## src/rtl/mips_pkg.sv

```systemverilog
// Shared definitions for the pipe_MIPS32 core: memory geometry defaults,
// the arbiter's read-owner encoding and the instruction opcode constants.
package mips_pkg;

  localparam int ADDR_W_DEF = 10;
  localparam int DATA_W_DEF = 32;
  localparam int RUN_W      = 4;

  typedef enum logic [1:0] {
    NONE  = 2'd0,
    RD_IF = 2'd1,
    RD_DM = 2'd2
  } rd_owner_e;

  localparam logic [5:0] OP_ADD   = 6'b000000;
  localparam logic [5:0] OP_SUB   = 6'b000001;
  localparam logic [5:0] OP_AND   = 6'b000010;
  localparam logic [5:0] OP_OR    = 6'b000011;
  localparam logic [5:0] OP_SLT   = 6'b000100;
  localparam logic [5:0] OP_MUL   = 6'b000101;
  localparam logic [5:0] OP_LW    = 6'b001000;
  localparam logic [5:0] OP_SW    = 6'b001001;
  localparam logic [5:0] OP_ADDI  = 6'b001010;
  localparam logic [5:0] OP_SUBI  = 6'b001011;
  localparam logic [5:0] OP_SLTI  = 6'b001100;
  localparam logic [5:0] OP_BNEQZ = 6'b001101;
  localparam logic [5:0] OP_BEQZ  = 6'b001110;
  localparam logic [5:0] OP_HLT   = 6'b111111;

endpackage

```

## src/rtl/mips_arb_prio.sv

```systemverilog
// Grant priority: data wins a contested cycle until it has won MAX_DATA_RUN
// of them in a row, then fetch gets one cycle. Reset suppresses all grants.
module mips_arb_prio
  import mips_pkg::*;
#(
  parameter int MAX_DATA_RUN = 4
) (
  input  logic             reset,
  input  logic             if_req,
  input  logic             dm_req,
  input  logic [RUN_W-1:0] run_cnt,
  output logic             if_gnt,
  output logic             dm_gnt
);

  // Combinational grant decision from requests and the contested-run count.
  always_comb begin
    dm_gnt = ~reset & dm_req & (~if_req | (run_cnt < RUN_W'(MAX_DATA_RUN)));
    if_gnt = ~reset & if_req & ~dm_gnt;
  end

endmodule

```

## src/rtl/mips_mem_arbiter.sv

```systemverilog
// Shares the single-port unified memory between instruction fetch and
// load/store. One access per cycle; read data is routed back to its owner
// one cycle after the strobe.
//
// state | meaning
// NONE  | no read return expected this cycle
// RD_IF | mem_rdata belongs to fetch (unless flushed)
// RD_DM | mem_rdata belongs to a load
module mips_mem_arbiter
  import mips_pkg::*;
#(
  parameter int ADDR_W       = ADDR_W_DEF,
  parameter int DATA_W       = DATA_W_DEF,
  parameter int MAX_DATA_RUN = 4
) (
  input  logic              clk1,
  input  logic              reset,
  input  logic              if_req,
  input  logic [ADDR_W-1:0] if_addr,
  input  logic              if_flush,
  output logic              if_gnt,
  output logic              if_rvalid,
  output logic [DATA_W-1:0] if_rdata,
  output logic              if_stall,
  input  logic              dm_req,
  input  logic              dm_we,
  input  logic [ADDR_W-1:0] dm_addr,
  input  logic [DATA_W-1:0] dm_wdata,
  output logic              dm_gnt,
  output logic              dm_rvalid,
  output logic [DATA_W-1:0] dm_rdata,
  output logic              dm_stall,
  output logic              mem_en,
  output logic              mem_we,
  output logic [ADDR_W-1:0] mem_addr,
  output logic [DATA_W-1:0] mem_wdata,
  input  logic [DATA_W-1:0] mem_rdata
);

  rd_owner_e        owner, owner_next;
  logic [RUN_W-1:0] run_cnt;
  logic             if_flush_q;

  mips_arb_prio #(.MAX_DATA_RUN(MAX_DATA_RUN)) u_prio (
    .reset   (reset),
    .if_req  (if_req),
    .dm_req  (dm_req),
    .run_cnt (run_cnt),
    .if_gnt  (if_gnt),
    .dm_gnt  (dm_gnt)
  );

  // Count consecutive contested data wins; any fetch grant or idle fetch side restarts it.
  always_ff @(posedge clk1) begin
    if (reset) begin
      run_cnt <= '0;
    end else if (if_gnt || !if_req) begin
      run_cnt <= '0;
    end else if (dm_gnt && (run_cnt != RUN_W'(MAX_DATA_RUN))) begin
      run_cnt <= run_cnt + 1'b1;
    end
  end

  // Read-owner state register plus the flush seen in the fetch grant cycle.
  always_ff @(posedge clk1) begin
    if (reset) begin
      owner      <= NONE;
      if_flush_q <= 1'b0;
    end else begin
      owner      <= owner_next;
      if_flush_q <= if_gnt & if_flush;
    end
  end

  // Next owner: whoever strobed a read this cycle; stores and idle return nothing.
  always_comb begin
    owner_next = NONE;
    if (if_gnt) begin
      owner_next = RD_IF;
    end else if (dm_gnt && !dm_we) begin
      owner_next = RD_DM;
    end
  end

  // Memory drive, stalls and read-return routing; reset forces every output low.
  always_comb begin
    mem_en    = if_gnt | dm_gnt;
    mem_we    = dm_gnt & dm_we;
    mem_addr  = '0;
    mem_wdata = '0;
    if (dm_gnt) begin
      mem_addr  = dm_addr;
      mem_wdata = dm_wdata;
    end else if (if_gnt) begin
      mem_addr  = if_addr;
    end
    if_stall  = ~reset & if_req & ~if_gnt;
    dm_stall  = ~reset & dm_req & ~dm_gnt;
    if_rvalid = ~reset & (owner == RD_IF) & ~(if_flush_q | if_flush);
    dm_rvalid = ~reset & (owner == RD_DM);
    if_rdata  = if_rvalid ? mem_rdata : '0;
    dm_rdata  = dm_rvalid ? mem_rdata : '0;
  end

endmodule

```

## config.mk

```make
export PLATFORM = sky130hd
export DESIGN_NAME = mips_mem_arbiter
export DESIGN_NICKNAME = d
export VERILOG_FILES = /design/src/rtl/mips_pkg.sv /design/src/rtl/mips_arb_prio.sv /design/src/rtl/mips_mem_arbiter.sv
export SDC_FILE = /design/constraint.sdc
export NUM_CORES = 1
export LEC_CHECK = 0
export CAP_MARGIN = 10
export CORE_AREA = 3 3 81 83
export DETAILED_ROUTE_END_ITERATION = 16
export DIE_AREA = 0 0 84 86
export PLACE_DENSITY = 0.77
export SLEW_MARGIN = 0
export SYNTH_ARGS = -nofsm -noshare
export SYNTH_HDL_FRONTEND = slang
export SYNTH_SLANG_ARGS = --single-unit
```

## constraint.sdc

```tcl
create_clock -name clk1 -period 1.2 [get_ports clk1]
set_input_delay 0.24 -clock clk1 [delete_from_list [all_inputs] [get_ports clk1]]
set_output_delay 0.24 -clock clk1 [all_outputs]
set_load 0.02 [all_outputs]
```

==> summary.txt, run 1 <==
Worst setup path
  • Critical R2R Launch: run_cnt[2]
  • CP Capture Type: output pin
  • Worst Path Required: 960 ps
  • Worst setup SP type: register
  • Maximum net fanout on the critical path: 8
  • FF-to-FF End: run_cnt[2]
  • CP Data Arrival Time: 1510 ps
  • Setup CP Type: register to output pin
  • R2r setup slk: 0 ps
  • Cells on worst reg2reg path: 5

Synthesis
  • XOR/XNOR share of the synthesized area: 0
  • Dominant cell type by area after synthesis: and2_1
  • Fraction of the mapped netlist area in adder cells: 0.0236
  • Top cell type's share of synthesized area: 0.585
  • Synthesized cell area: 1060 um^2
  • Yosys cell types: 20
  • Mean Syn Cell Area: 7.10 um^2
  • Synth Register Bits: 7
  • Yosys warning total: 0
  • Post-Synth Simple-Gate Area: 0.678
  • Top cells by area, synth: and2_1 (59%), dfxtp_1 (13%), a22o_1 (8.3%)
  • Sequential area share after synthesis: 0.132
  • Mapped Cells: 149
  • Multiplexer share of the synthesized area: 0
  • Synthesized Nets: 241
  • Main combinational cell family by area after synthesis: simple AND/OR/NAND/NOR gates
  • Post-synthesis compound-gate area fraction: 0.0969

Power and ir drop
  • Max VDD drop: 0.339 mV
  • Combinational power share: 0.637
  • Clock power frac: 0.207
  • P_leak: 1.94 nW
  • Register share of total power: 0.155
  • Internal: 1.11 mW
  • Power Density: 387 nW/um^2
  • Sw Ratio: 0.299
  • NetSw: 0.473 mW

Cells and area
  • Fill cells: 454
  • Commonest cells after routing, fill and taps aside: buf_6 (113), and2_4 (92), clkdlybuf4s50_1 (85)
  • Area grow syn2layout: 286%
  • Commonest non-fill, non-tap cell in the layout: buf_6
  • Final core occ: 0.690
  • Layout cell share with drive strength beyond 1: 0.708
  • Final net count: 476
  • Fin area: 4090 um^2

Route
  • Via density: 4.21
  • Drt initial violations: 28
  • DR WL/cell: 16.3 um
  • DRT antenna net count: 0
  • DR vias: 1934
  • DRC viols: 0
  • Pre-Repair DR Iteration Count: 4
  • WL final: 7.50 mm

Global routing
  • Initial antenna violation count: 0
  • Vias in the first global route: 2006
  • GRT Util Overall: 0.183
  • Largest net degree at the start of global routing: 34
  • Grt met3 use: 0.0451
  • Met2 usage: 0.374
  • Layer with the highest usage: met2
  • First-pass GRT wire length: 10.6 mm
  • Met1 Usage GRT: 0.192
  • GR Overflow Total: 0

STA
  • Final period util: 1.46
  • Max-slew violations: 0
  • Final Hold Viols: 0
  • RSZ-0062 raised after global routing: true
  • Setup violators final: 114
  • Final WS setup: -549 ps
  • Tmin final: 1750 ps
  • Worst clock skew: 0.576 ps
  • Fmax: 572 MHz

Worst hold path
  • Worst hold stages: 3
  • Hold Crit Start: if_req
  • Hold Crit Class: input pin to register
  • Worst Hold End: owner[0]

Die
  • Die area: 7220 um^2
  • Core Rows: 28
  • I/O Pins: 204
  • Core Area: 5920 um^2
  • Chip width: 84 um
  • Die height: 86 um
  • Starting Density: 0.179

Run
  • Max Cap Viol: 0

Run status
  • Status: finished, violations left
  • Failing checks: setup timing

Clock tree
  • Clk Latency, worst-skew pair: 230 ps
  • Root buf cell: clkbuf_8
  • Total CTS buffers: 3
  • Clk sinks: 7
  • CTS tree: yes
  • Max Root-Sink Buffers: 2
  • H-tree depth: 1
  • CTS clk-pin slew, worst paths: 40 ps

Place
  • HPWL after DPL: 5.22 mm
  • Port-buffer cells: 203
  • Cell Area, Placed: 3440 um^2
  • RD Place Congestion: 0.821
power groups by stage:
stage                     clock, mW  sequential [mW]  combinational, mW
after floorplan                   0            0.250              0.315
after global routing          0.360            0.246               1.06
after global placement            0            0.251              0.848
after CTS                     0.341            0.249              0.986
after detailed placement          0            0.251              0.856
final                         0.328            0.246               1.01
critical path, cell delays in order (launching register included):
cell and delay, ps:
dfxtp_4 350, o21ai_2 50, and3b_2 240, buf_4 150, buf_12 130, a22o_4 230, buf_6 130
metal layers:
layer	vias up	share of wire	routed length, um
met5	-	0	0
met4	0	0.0073	55
met3	8	0.069	520
met2	99	0.58	4320
met1	888	0.35	2600
li1	939	-	-
metrics by stage:
step | setup TNS (ps) | power (mW) | instances | worst slack [ps] | hold WS (ps)
CTS | -55460 | 1.58 | 450 | -585 | 453
global placement | -125450 | 1.10 | 425 | -1140 | 514
global route | -55120 | 1.67 | 458 | -605 | 358
detailed placement | -127930 | 1.11 | 425 | -1180 | 526
finish | -48090 | 1.58 | 459 | -549 | 320
floorplan | -5780 | 0.565 | 149 | -107 | 312
cells by family (layout without fill, tap and decap cells):
group,Yosys count,in the layout
AO/OA/AOI/OAI,13,13
adder cells (fa/ha/maj),2,2
buffers and inverters,14,248
flip-flops,7,7
other,1,2
AND/OR/NAND/NOR,112,112
state kept, by name, summed over array words and instances, names as in the netlist:
| signal | count |
|---|---|
| owner | 2 |
| if_flush_q | 1 |
| run_cnt | 4 |
repair_timing:
action                                  CTS  global route
hold buffers                              0             0
pin swaps                                29            47
gates resized for setup                 666           100
endpoints found under the hold margin     0             0
buffers inserted                         15            10
endpoints found under the setup margin  119           118
gates cloned                              7             5
Yosys cell counts:
master    count
nor2b_1       1
conb_1        1
nand2b_1      2
inv_1         2
and3b_1       1
buf_6         1
and3_1        3
a22o_1       10
dfxtp_1       7
nor3b_1       1
nor3b_2       1
nor2_1        3
clkbuf_1      4
nor4_4        1
and2_1       99
clkbuf_2      2
buf_2         5
o21ai_1       1
ha_1          2
a21oi_1       2
how the worst max path moves through the flow:
stage / startpoint / slack [ps] / end
global route: run_cnt[2] / -600 / mem_addr[3]
global placement: reset / -1140 / if_rdata[0]
CTS: run_cnt[2] / -590 / mem_addr[0]
finish: run_cnt[2] / -550 / mem_addr[8]
detailed placement: reset / -1180 / if_rdata[6]
floorplan: run_cnt[3] / -110 / mem_wdata[10]
final cells by class:
cell class | count | area [um^2] | area share
diodes | 1 | 2.50 | 0.000613
clock buffers | 4 | 45.0 | 0.0110
inverters | 2 | 7.51 | 0.00184
multi-input cells | 128 | 1140 | 0.279
flip-flops and latches | 7 | 150 | 0.0368
well taps | 75 | 93.8 | 0.0230
repair buffers | 242 | 2650 | 0.648
(Power assumes the default switching activity.)
==> run 2: changes to the inputs <==
TNS_END_PERCENT = 30   (was unset)
==> summary.txt, run 2 (synthesis gave the netlist of run 1 again) <==
Cells and area
  • Register with the most flip-flops: run_cnt
  • Commonest non-fill, non-tap cell in the layout: clkdlybuf4s50_1
  • Commonest cells after routing, fill and taps aside: clkdlybuf4s50_1 (85), buf_6 (77), buf_4 (50)
  • Final core occ: 0.617 (-0.0733)
  • Register Area: 145 um^2 (-3.3%)
  • N_diodes: 0 (-1)
  • Fill cells: 528 (+16%)
  • Layout cell share with drive strength beyond 1: 0.598 (-0.109)
  • Max reg flops: 4 (unchanged)
  • Cell Count, Final, Fillers Out: 441 (-3.9%)
  • Multi-input logic area: 1030 um^2 (-9.3%)
  • Final net count: 459 (-3.6%)
  • Area grow syn2layout: 245%
  • Largest registers: run_cnt: 4 flops, owner: 2 flops, if_flush_q: 1 flops

Worst setup path
  • Critical R2R Launch: run_cnt[2]
  • Crit path from: run_cnt[2]
  • Setup CP Type: register to output pin
  • Worst Path Required: 960 ps (about the same)
  • R2r setup slk: -100 ps (-100 ps)
  • Buf/Inv on CP: 3 (unchanged)
  • CP peak stage delay: 330 ps (-20 ps)
  • CP Data Arrival Time: 1510 ps (about the same)
  • CP top delay family: buffers and inverters
  • FF-to-FF End: run_cnt[0]
  • Critical Path Stages: 6 (unchanged)
  • CP Capture Type: output pin
  • Worst setup SP type: register
  • Maximum net fanout on the critical path: 8 (unchanged)
  • Slowest-stage cell, CP: dfxtp_2
  • Critical path, cell by cell: o21ai_2, and3b_2, buf_12, buf_16, a22o_1, buf_6
  • Cells on worst reg2reg path: 6 (+1)
  • Worst Setup EP: mem_addr[2]

Clock tree
  • Max Root-Sink Buffers: 2 (unchanged)
  • Clk sinks: 7 (unchanged)
  • H-tree depth: 1 (unchanged)
  • CTS clk-pin slew, worst paths: 40 ps (about the same)
  • Clk Latency, worst-skew pair: 220 ps (about the same)
  • Root buf cell: clkbuf_8
  • CTS tree: yes
  • Total CTS buffers: 3 (unchanged)

Route
  • WL final: 6.33 mm (-16%)
  • DRT antenna net count: 0 (unchanged)
  • Pre-Repair DR Iteration Count: 4 (unchanged)
  • DR vias: 1829 (-5.4%)
  • Via density: 4.15 (-1.6%)
  • Drt initial violations: 23 (-18%)
  • DRC viols: 0 (unchanged)
  • DR WL/cell: 14.4 um (-12%)

Power and ir drop
  • Register share of total power: 0.169 (+0.014)
  • Power Density: 404 nW/um^2 (+4.5%)
  • Sw Ratio: 0.295 (-0.00377)
  • Clock power frac: 0.219 (+0.012)
  • P_leak: 1.75 nW (-9.8%)
  • Internal: 1.04 mW (-6.1%)
  • Combinational power share: 0.612 (-0.025)
  • Max VDD drop: 0.513 mV (+51%)
  • NetSw: 0.436 mW (-7.8%)

STA
  • Tmin final: 1750 ps (-1.93 ps)
  • Setup violators final: 116 (+1.8%)
  • Final Hold Viols: 0 (unchanged)
  • Tightest hold margin: 445 ps (+126 ps)
  • RSZ-0062 raised after global routing: true
  • Worst clock skew: 3.32 ps (+2.75 ps)
  • Fmax: 572 MHz (+0.11%)
  • Final period util: 1.46 (-0.00161)
  • Max-slew violations: 0 (unchanged)
  • Final WS setup: -547 ps (+1.93 ps)

Place
  • Port-buffer cells: 203 (unchanged)
  • RD Place Congestion: 0.770 (-6.2%)
  • HPWL after DPL: 5.00 mm (-4.3%)
  • Placed cells: 426 (+0.24%)
  • Dpl ws: -1160 ps (+16.5 ps)

Global routing
  • First-pass GRT wire length: 9.25 mm (-13%)
  • Largest net degree at the start of global routing: 34 (unchanged)
  • GRT Util Overall: 0.154 (-0.0292)
  • Vias in the first global route: 1753 (-13%)
  • Initial antenna violation count: 0 (unchanged)
  • GR Overflow Total: 0 (unchanged)

Die
  • Die height: 86 um (unchanged)
  • Core Area: 5920 um^2 (unchanged)
  • I/O Pins: 204 (unchanged)
  • Core Rows: 28 (unchanged)
  • Die area: 7220 um^2 (unchanged)
  • Chip width: 84 um (unchanged)
  • Starting Density: 0.179 (unchanged)

Worst hold path
  • Hold Crit Class: input pin to register

Run
  • Max Cap Viol: 0 (unchanged)

Run status
  • Status: finished, violations left
  • Failing checks: setup timing
run 2: power by group through the flow:
stage          registers [mW]  clock network [mW]  logic (mW)
3_3_place_gp            0.251                   0       0.819
4_1_cts                 0.248               0.330       0.843
3_5_place_dp            0.251                   0       0.827
5_1_grt                 0.250               0.353       0.958
2_1_floorplan           0.250                   0       0.295
6_report                0.249               0.324       0.904
run 2: through the flow:
stage               total power, mW  area, um^2  setup TNS [ps]
finish                         1.48        3650          -45630
global route                   1.56        3650          -53710
CTS                            1.42        3500          -55520
detailed placement             1.08        3370         -124820
global placement               1.07        3370         -122290
floorplan                     0.545        1210           -8610
run 2: repair_timing:
action	CTS	global route
gates resized for setup	541	141
endpoints found under the setup margin	119	117
hold buffers	0	0
pin swaps	9	24
gates cloned	2	3
setup buffers	6	1
run 2: worst min path at each step:
stage	from	slack, ps	endpoint	cells after the start
2_1_floorplan	dm_we	310	owner[1]	1
3_3_place_gp	run_cnt[0]	510	run_cnt[0]	2
3_5_place_dp	run_cnt[3]	530	owner[0]	2
4_1_cts	dm_req	440	owner[0]	3
5_1_grt	if_flush	460	if_flush_q	2
6_report	if_flush	450	if_flush_q	2
run 2: final cells by class:
class,count,share of cell area
Tap cell,75,0.0257
Clock buffer,3,0.0113
Sequential cell,7,0.0398
Timing Repair Buffer,225,0.637
Inverter,2,0.00206
Multi-Input combinational cell,128,0.283
Clock inverter,1,0.00137
run 2: per-layer routing:
metal | vias to the layer above | track usage | wire length, um
met1 | 833 | 0.178 | 2290
li1 | 900 | - | -
met4 | 0 | 0.00877 | 0
met2 | 96 | 0.299 | 3510
met3 | 0 | 0.0375 | 526
met5 | - | 0 | 0
==> run 3: changes to the inputs <==
REMOVE_ABC_BUFFERS = 1   (was unset)
==> summary.txt, run 3 (synthesis gave the netlist of run 1 again) <==
Run status
  • Status: finished, violations left
  • Failing checks: setup timing

Worst setup path
  • Worst Setup EP: if_rdata[7]
  • CP peak stage delay: 320 ps (about the same)
  • FF-to-FF End: run_cnt[0]
  • Setup CP Type: register to output pin
  • CP Capture Type: output pin
  • Buf/Inv on CP: 3 (unchanged)
  • Critical R2R Launch: run_cnt[2]
  • Critical Path Stages: 6 (unchanged)
  • Worst setup SP type: register
  • Most used cell, CP: buf_6
  • Maximum net fanout on the critical path: 8 (unchanged)
  • Critical path, cell by cell: nand2b_4, nor4_4, buf_6, clkbuf_16, and2_4, buf_6
  • CP top delay family: simple AND/OR/NAND/NOR gates
  • Worst Path Required: 960 ps (about the same)
  • R2r setup slk: -120 ps (-20 ps)
  • CP Data Arrival Time: 1560 ps (+50 ps)
  • Cells on worst reg2reg path: 6 (unchanged)
  • Crit path from: owner[1]
  • Slowest-stage cell, CP: dfxtp_2

Route
  • DR WL/cell: 15.7 um (+9.6%)
  • Drt initial violations: 14 (-39%)
  • Via density: 4.21 (+1.5%)
  • DRT antenna net count: 0 (unchanged)
  • Pre-Repair DR Iteration Count: 4 (unchanged)
  • DR vias: 1864 (+1.9%)
  • DRC viols: 0 (unchanged)
  • WL final: 6.97 mm (+10%)

Global routing
  • GR Overflow Total: 0 (unchanged)
  • Vias in the first global route: 1730 (-1.3%)
  • First-pass GRT wire length: 8.89 mm (-3.9%)
  • GRT Util Overall: 0.154 (about the same)
  • Initial antenna violation count: 0 (unchanged)
  • Largest net degree at the start of global routing: 34 (unchanged)

Cells and area
  • Commonest non-fill, non-tap cell in the layout: buf_6
  • Area grow syn2layout: 257%
  • Max reg flops: 4 (unchanged)
  • Cell Count, Final, Fillers Out: 443 (+0.45%)
  • Final net count: 461 (+0.44%)
  • N_diodes: 0 (unchanged)
  • Largest registers: run_cnt: 4 flops, owner: 2 flops, if_flush_q: 1 flops
  • Layout cell share with drive strength beyond 1: 0.571 (-0.0277)
  • Fill cells: 497 (-5.9%)
  • Commonest cells after routing, fill and taps aside: buf_6 (105), clkdlybuf4s50_1 (85), and2_4 (59)
  • Register with the most flip-flops: run_cnt
  • Final core occ: 0.638 (+0.0211)

Place
  • HPWL after DPL: 4.99 mm (-0.22%)
  • RD Place Congestion: 0.833 (+8.3%)
  • Placed cells: 423 (-0.70%)
  • Port-buffer cells: 203 (unchanged)

Die
  • Chip width: 84 um (unchanged)
  • Die height: 86 um (unchanged)
  • Starting Density: 0.179 (unchanged)
  • Core Rows: 28 (unchanged)
  • Die area: 7220 um^2 (unchanged)
  • I/O Pins: 204 (unchanged)
  • Core Area: 5920 um^2 (unchanged)

Clock tree
  • H-tree depth: 1 (unchanged)
  • Hold Buf Count CTS: 0 (unchanged)
  • Clk Latency, worst-skew pair: 230 ps (about the same)
  • Total CTS buffers: 3 (unchanged)
  • Root buf cell: clkbuf_8
  • Max Root-Sink Buffers: 2 (unchanged)
  • Clk sinks: 7 (unchanged)
  • CTS tree: yes
  • CTS clk-pin slew, worst paths: 40 ps (about the same)

Power and ir drop
  • P_leak: 1.79 nW (+2.1%)
  • Internal: 1.05 mW (+1.2%)
  • Register share of total power: 0.165 (-0.004)
  • Power Density: 399 nW/um^2 (-1.4%)
  • Max VDD drop: 0.316 mV (-38%)
  • Sw Ratio: 0.301 (+0.00512)
  • Combinational power share: 0.615 (+0.003)
  • Clock power frac: 0.219 (about the same)
  • NetSw: 0.453 mW (+3.7%)

STA
  • Worst clock skew: 1.58 ps (-1.74 ps)
  • Final period util: 1.50 (+0.0471)
  • Setup violators final: 117 (+0.86%)
  • RSZ-0062 raised after global routing: true
  • Final Hold Viols: 0 (unchanged)
  • Fmax: 554 MHz (-3.1%)
  • Setup_tns: -52460 ps (-6830 ps)
  • Final WS setup: -603 ps (-56.5 ps)
  • Tightest hold margin: 521 ps (+75.6 ps)
  • Tmin final: 1800 ps (+56.5 ps)
  • Max-slew violations: 0 (unchanged)

Worst hold path
  • Hold Crit Class: input pin to register

Run
  • Max Cap Viol: 0 (unchanged)
[run 3: cell types whose count changed in the layout (fill, tap and decap cells not counted), moves of 5 or more]
cell,before,now
buf_4,50,21
buf_6,77,105
and2_2,17,0
and2_4,47,59
and2_1,35,40
[run 3: metrics by stage]
step | cell area, um^2 | total power [mW] | setup slack, ps
6_report | 3780 | 1.51 | -603
5_1_grt | 3780 | 1.58 | -652
2_1_floorplan | 997 | 0.489 | -687
3_5_place_dp | 3220 | 1.04 | -1210
4_1_cts | 3420 | 1.41 | -665
3_3_place_gp | 3220 | 1.03 | -1170
[run 3: what timing repair did]
item / 4_1_cts / 5_1_grt
resized for setup: 441 / 309
buffers inserted: 1 / 7
pin swaps: 3 / 55
hold endpoints to repair: 0 / 0
endpoints found under the setup margin: 119 / 118
cloned: 3 / 5
[run 3: routing by layer]
metal	wire length, um	GRT usage
met3	723	0.0500
met5	0	0
met1	2230	0.146
met2	3970	0.317
met4	46	0.0351
[run 3: worst min-delay path by stage]
stage | from | slack [ps] | end | cells past startpoint
finish | dm_req | 520 | owner[0] | 3
global route | dm_req | 530 | owner[0] | 3
CTS | dm_req | 510 | owner[0] | 3
detailed placement | run_cnt[0] | 530 | run_cnt[0] | 2
global placement | run_cnt[3] | 510 | owner[0] | 2
floorplan | dm_we | 310 | owner[1] | 1
[run 3: cell type report]
| cell class | count | area [um^2] | share of cell area |
|---|---|---|---|
| clock buffers | 4 | 45.0 | 0.0119 |
| multi-input cells | 128 | 1030 | 0.272 |
| well taps | 75 | 93.8 | 0.0249 |
| repair buffers | 227 | 2460 | 0.651 |
| flip-flops and latches | 7 | 145 | 0.0384 |
| inverters | 2 | 7.51 | 0.00199 |
[run 3: power groups by stage]
stage               Sequential, mW  Combinational [mW]  Clock (mW)
floorplan                    0.249               0.241           0
global placement             0.249               0.780           0
detailed placement           0.250               0.787           0
CTS                          0.247               0.827       0.340
global route                 0.250               0.975       0.357
finish                       0.249               0.926       0.330
[run 3: tightest hold or removal path, stage by stage]
cell and delay (ps):
dlygate4sd2_1 250, buf_4 150, a21oi_1 60
==> RTL edit 1, RTL diff (settings of run 1) <==
Reset style: asynchronous (`reset`), changed in 2 clocked blocks.
--- a/src/rtl/mips_mem_arbiter.sv
+++ b/src/rtl/mips_mem_arbiter.sv
@@ -53,3 +53,3 @@
   // Count consecutive contested data wins; any fetch grant or idle fetch side restarts it.
-  always_ff @(posedge clk1) begin
+  always_ff @(posedge clk1 or posedge reset) begin
     if (reset) begin
@@ -64,3 +64,3 @@
   // Read-owner state register plus the flush seen in the fetch grant cycle.
-  always_ff @(posedge clk1) begin
+  always_ff @(posedge clk1 or posedge reset) begin
     if (reset) begin
Check against the original RTL: same outputs for any inputs over 10 cycles, from zero or initial values and one cycle with reset high; that may be too few to reach the edited logic, so the function may still have changed.
==> RTL edit 1 against run 1 <==
  * The flow still finishes with violations (setup timing)
  * Non-clock buffer count is 13 higher
  * Total power increased by 1.5%
  * Critical path type unchanged
  * Register-to-register slack got worse by 0.24 ns
  * First-iteration DRC count down 64%
  * Largest power group unchanged
  * Routed wire length is 1.8% higher
  * Worst setup slack lost 0.19 ns
  * Global-route usage increased by 0.59 points
  * Sequential cell count is the same
  * Design area up 7.0%
  * Area after synthesis grew 11%
  * Sequential share of layout area up 0.36 points
==> RTL edit 1: results <==
[status]
status = "complete, but fails checks"
violations = "setup timing"

[sta]
layout_setup_ws_ns = -0.741
hold_ws_ns = 0.152
setup_viol = 119

[final_layout]
fillerInstances = 447
final_nets = 502
n_antenna_cell = 0

[global_routing]
grt_max_degree = 33
grt_pass1_wl_mm = 11.0
grtUsageMet2_pct = 38.0
grt_use_met3_pct = 5.48
grt_util_met1_pct = 19.2
grt_usage_pct = 18.9

[placement]
post-place-cells = 450
post_dp_cell_area_um2 = 3730
dp_slack_ns = -1.21
gp_congestion = 0.856
hpwlAfterDp_mm = 5.57

[critical_path]
crit_end = "mem_wdata[9]"
startpoint = "run_cnt[2]"
critical_path.reg2reg.endpoint = "run_cnt[3]"
cp_max_fo = 16
rrSetupSlack_ns = -0.24

[logic_synthesis]
yosysUniqueCellTypes = 27
synth-adder-area-share_pct = 2.13
synth_compound_gate_area_share_pct = 12.8
synthTopCellsByCount = "and2_1 (99), a22o_1 (10), dfrtp_1 (7), buf_2 (6), clkbuf_1 (6)"
synthFlopType = "dfrtp_1"
synthTopCellsByArea = "and2_1 (53%), dfrtp_1 (15%), a22o_1 (7.4%), buf_2 (2.6%), ha_1 (2.1%)"
synthArstFlopShare_pct = 100

[route]
dr_wl_met2_mm = 4.26
met3_length_um = 764
met1_length_mm = 2.48
maxUsedRoutingLayer = "met5"
vias_per_cell = 4.27
dr.first_iter.drc_count = 10

[cts]
postCtsSetupBuffers = 14
cts_resized = 642

[power_and_ir_drop]
p_sw_mw = 0.490
irDropWorstVdd_mv = 0.334
p_leak_nw = 2.08

[min_path]
hold_path_class = "in -> async"
## RTL edit 1: critical path, cell delays in order, from the launching register on
cell	delay, ns
dfrtp_1	0.40
or2_4	0.27
a21oi_4	0.21
buf_4	0.16
clkbuf_16	0.15
and2_2	0.16
buf_6	0.12
## RTL edit 1: power by group through the flow
stage	combinational [mW]	sequential [mW]	clock [mW]
floorplan	0.339	0.251	0
global placement	0.894	0.252	0
detailed placement	0.902	0.253	0
global route	1.08	0.250	0.346
finish	1.02	0.250	0.332
CTS	0.985	0.250	0.337
## RTL edit 1: cell type report
cell class | count | area (um2) | area share (%)
clock buffers | 3 | 41.3 | 0.945
clock inverters | 1 | 5.00 | 0.115
inverters | 3 | 11.3 | 0.258
multi-input cells | 140 | 1250 | 28.7
flip-flops and latches | 7 | 176 | 4.04
well taps | 75 | 93.8 | 2.15
repair buffers | 255 | 2790 | 63.8
## RTL edit 1: cell families after synthesis
group / count (synthesis)
simple gates: 119
compound gates: 19
buf+inv: 15
flops: 7
fa+ha+maj: 2
==> RTL edit 2, RTL diff (flow settings as in run 1) <==
Made on the original files. Change the package constant `ADDR_W_DEF` from 10 to 11.
--- a/src/rtl/mips_pkg.sv
+++ b/src/rtl/mips_pkg.sv
@@ -4,3 +4,3 @@
 
-  localparam int ADDR_W_DEF = 10;
+  localparam int ADDR_W_DEF = 11;
   localparam int DATA_W_DEF = 32;
Interface: changed (resized dm_addr, if_addr and mem_addr); port bits go from 204 to 207. No check against the original RTL was run, so the function may have changed too.
==> RTL edit 2 against run 1 <==
  * The flow still finishes with violations (setup timing)
  * Highest routed layer unchanged
  * Critical path depth is the same
  * Sequential cell count unchanged
  * Register-to-register slack got worse by 0.10 ns
  * Routed wire length grew 6.6%
  * Total power up 9.7%
  * Clock power rose by 3%
  * Largest power group unchanged
  * Clock skew grew 0.00055 ns
  * First-iteration DRC count shrank 39%
  * Non-clock buffer count is 21 higher
  * Worst setup slack worse by 0.038 ns
  * Area after synthesis grew 0.59%
  * Design area up 9.8%
  * Die area is the same
==> RTL edit 2: results <==
[global_routing]
grt_use_met3_pct = 4.13
grt_pass1_vias = 2131
grtUsageMet2_pct = 37.8
grt_util_met1_pct = 18.8

[logic_synthesis]
synth_seq_area_share_pct = 13.2

[placement]
post_dp_cell_area_um2 = 3580
hpwlAfterDp_mm = 5.40
port_buffers = 206
gp_congestion = 0.839

[power_and_ir_drop]
irDropWorstVdd_mv = 0.395
comb-power_mw = 1.15
p_leak_nw = 2.14
clkPwrFrac_pct = 19.6
switching_share_pct = 30.3

[final_layout]
multi_input_comb_cells = 129
clkCellAreaFrac_pct = 1.00
sh_seq_area_pct = 3.29
fillerInstances = 413
n_antenna_cell = 0
layout-drive-gt1-share_pct = 74.3

[route]
met1_length_mm = 2.72
dr_wl_met2_mm = 4.50
dr.first_iter.drc_count = 17
wl_per_cell_um = 16.7
met3_length_um = 685

[min_path]
min_path_cells = 2
hp-start = "dm_req"

[sta]
setup_viol = 118
layout_setup_ws_ns = -0.587

[status]
status = "complete, but fails checks"
violations = "setup timing"

[critical_path]
rrSetupSlack_ns = -0.10
timing.rr.start = "run_cnt[3]"
crit_arrival_ns = 1.55
RTL edit 2: changes by cell type in the layout (fill, tap and decap cells not counted), sizes merged:
cell,delta
a22o,+1
clkdlybuf4s15,+1
diode,-1
clkbuf,+1
buf,+18
dlygate4sd2,-1
clkdlybuf4s50,+2
RTL edit 2: worst max-delay path by stage:
stage	from	endpoint	cells past startpoint
after floorplan	owner[1]	if_rdata[22]	4
after global placement	reset	dm_rdata[0]	6
after detailed placement	reset	dm_rdata[0]	6
after CTS	owner[1]	if_rdata[14]	5
after global routing	run_cnt[3]	mem_wdata[11]	6
final	run_cnt[3]	mem_wdata[8]	6
RTL edit 2: critical path: stages (launching register included):
cell	delay, ns
dfxtp_2	0.32
o21ai_2	0.15
and3b_4	0.34
buf_6	0.13
clkbuf_16	0.12
and2_4	0.13
buf_6	0.11
RTL edit 2: cells by family (layout without fill, tap and decap cells):
family / Yosys count / after routing / synth area share (%)
AO/OA/AOI/OAI: 14 / 14 / 10.8
other: 1 / 1 / 0.352
buffers and inverters: 14 / 269 / 5.88
adder cells (fa/ha/maj): 2 / 2 / 2.35
AND/OR/NAND/NOR: 112 / 112 / 67.5
flip-flops: 7 / 7 / 13.2
RTL edit 2: metrics by stage:
| stage | setup slack (ns) | total power, mW | hold WS (ns) | std cells |
|---|---|---|---|---|
| after global placement | -1.15 | 1.14 | 0.512 | 432 |
| after detailed placement | -1.19 | 1.15 | 0.523 | 432 |
| final | -0.587 | 1.74 | 0.370 | 480 |
| after CTS | -0.712 | 1.61 | 0.345 | 463 |
| after floorplan | -0.103 | 0.573 | 0.312 | 150 |
| after global routing | -0.637 | 1.82 | 0.399 | 480 |
RTL edit 2: what timing repair did:
item                       in CTS  in global routing
buffers inserted               22                 19
gates resized for setup       669                149
setup endpoints to repair     119                119
cloned                          6                  7
pin swaps                      19                 58
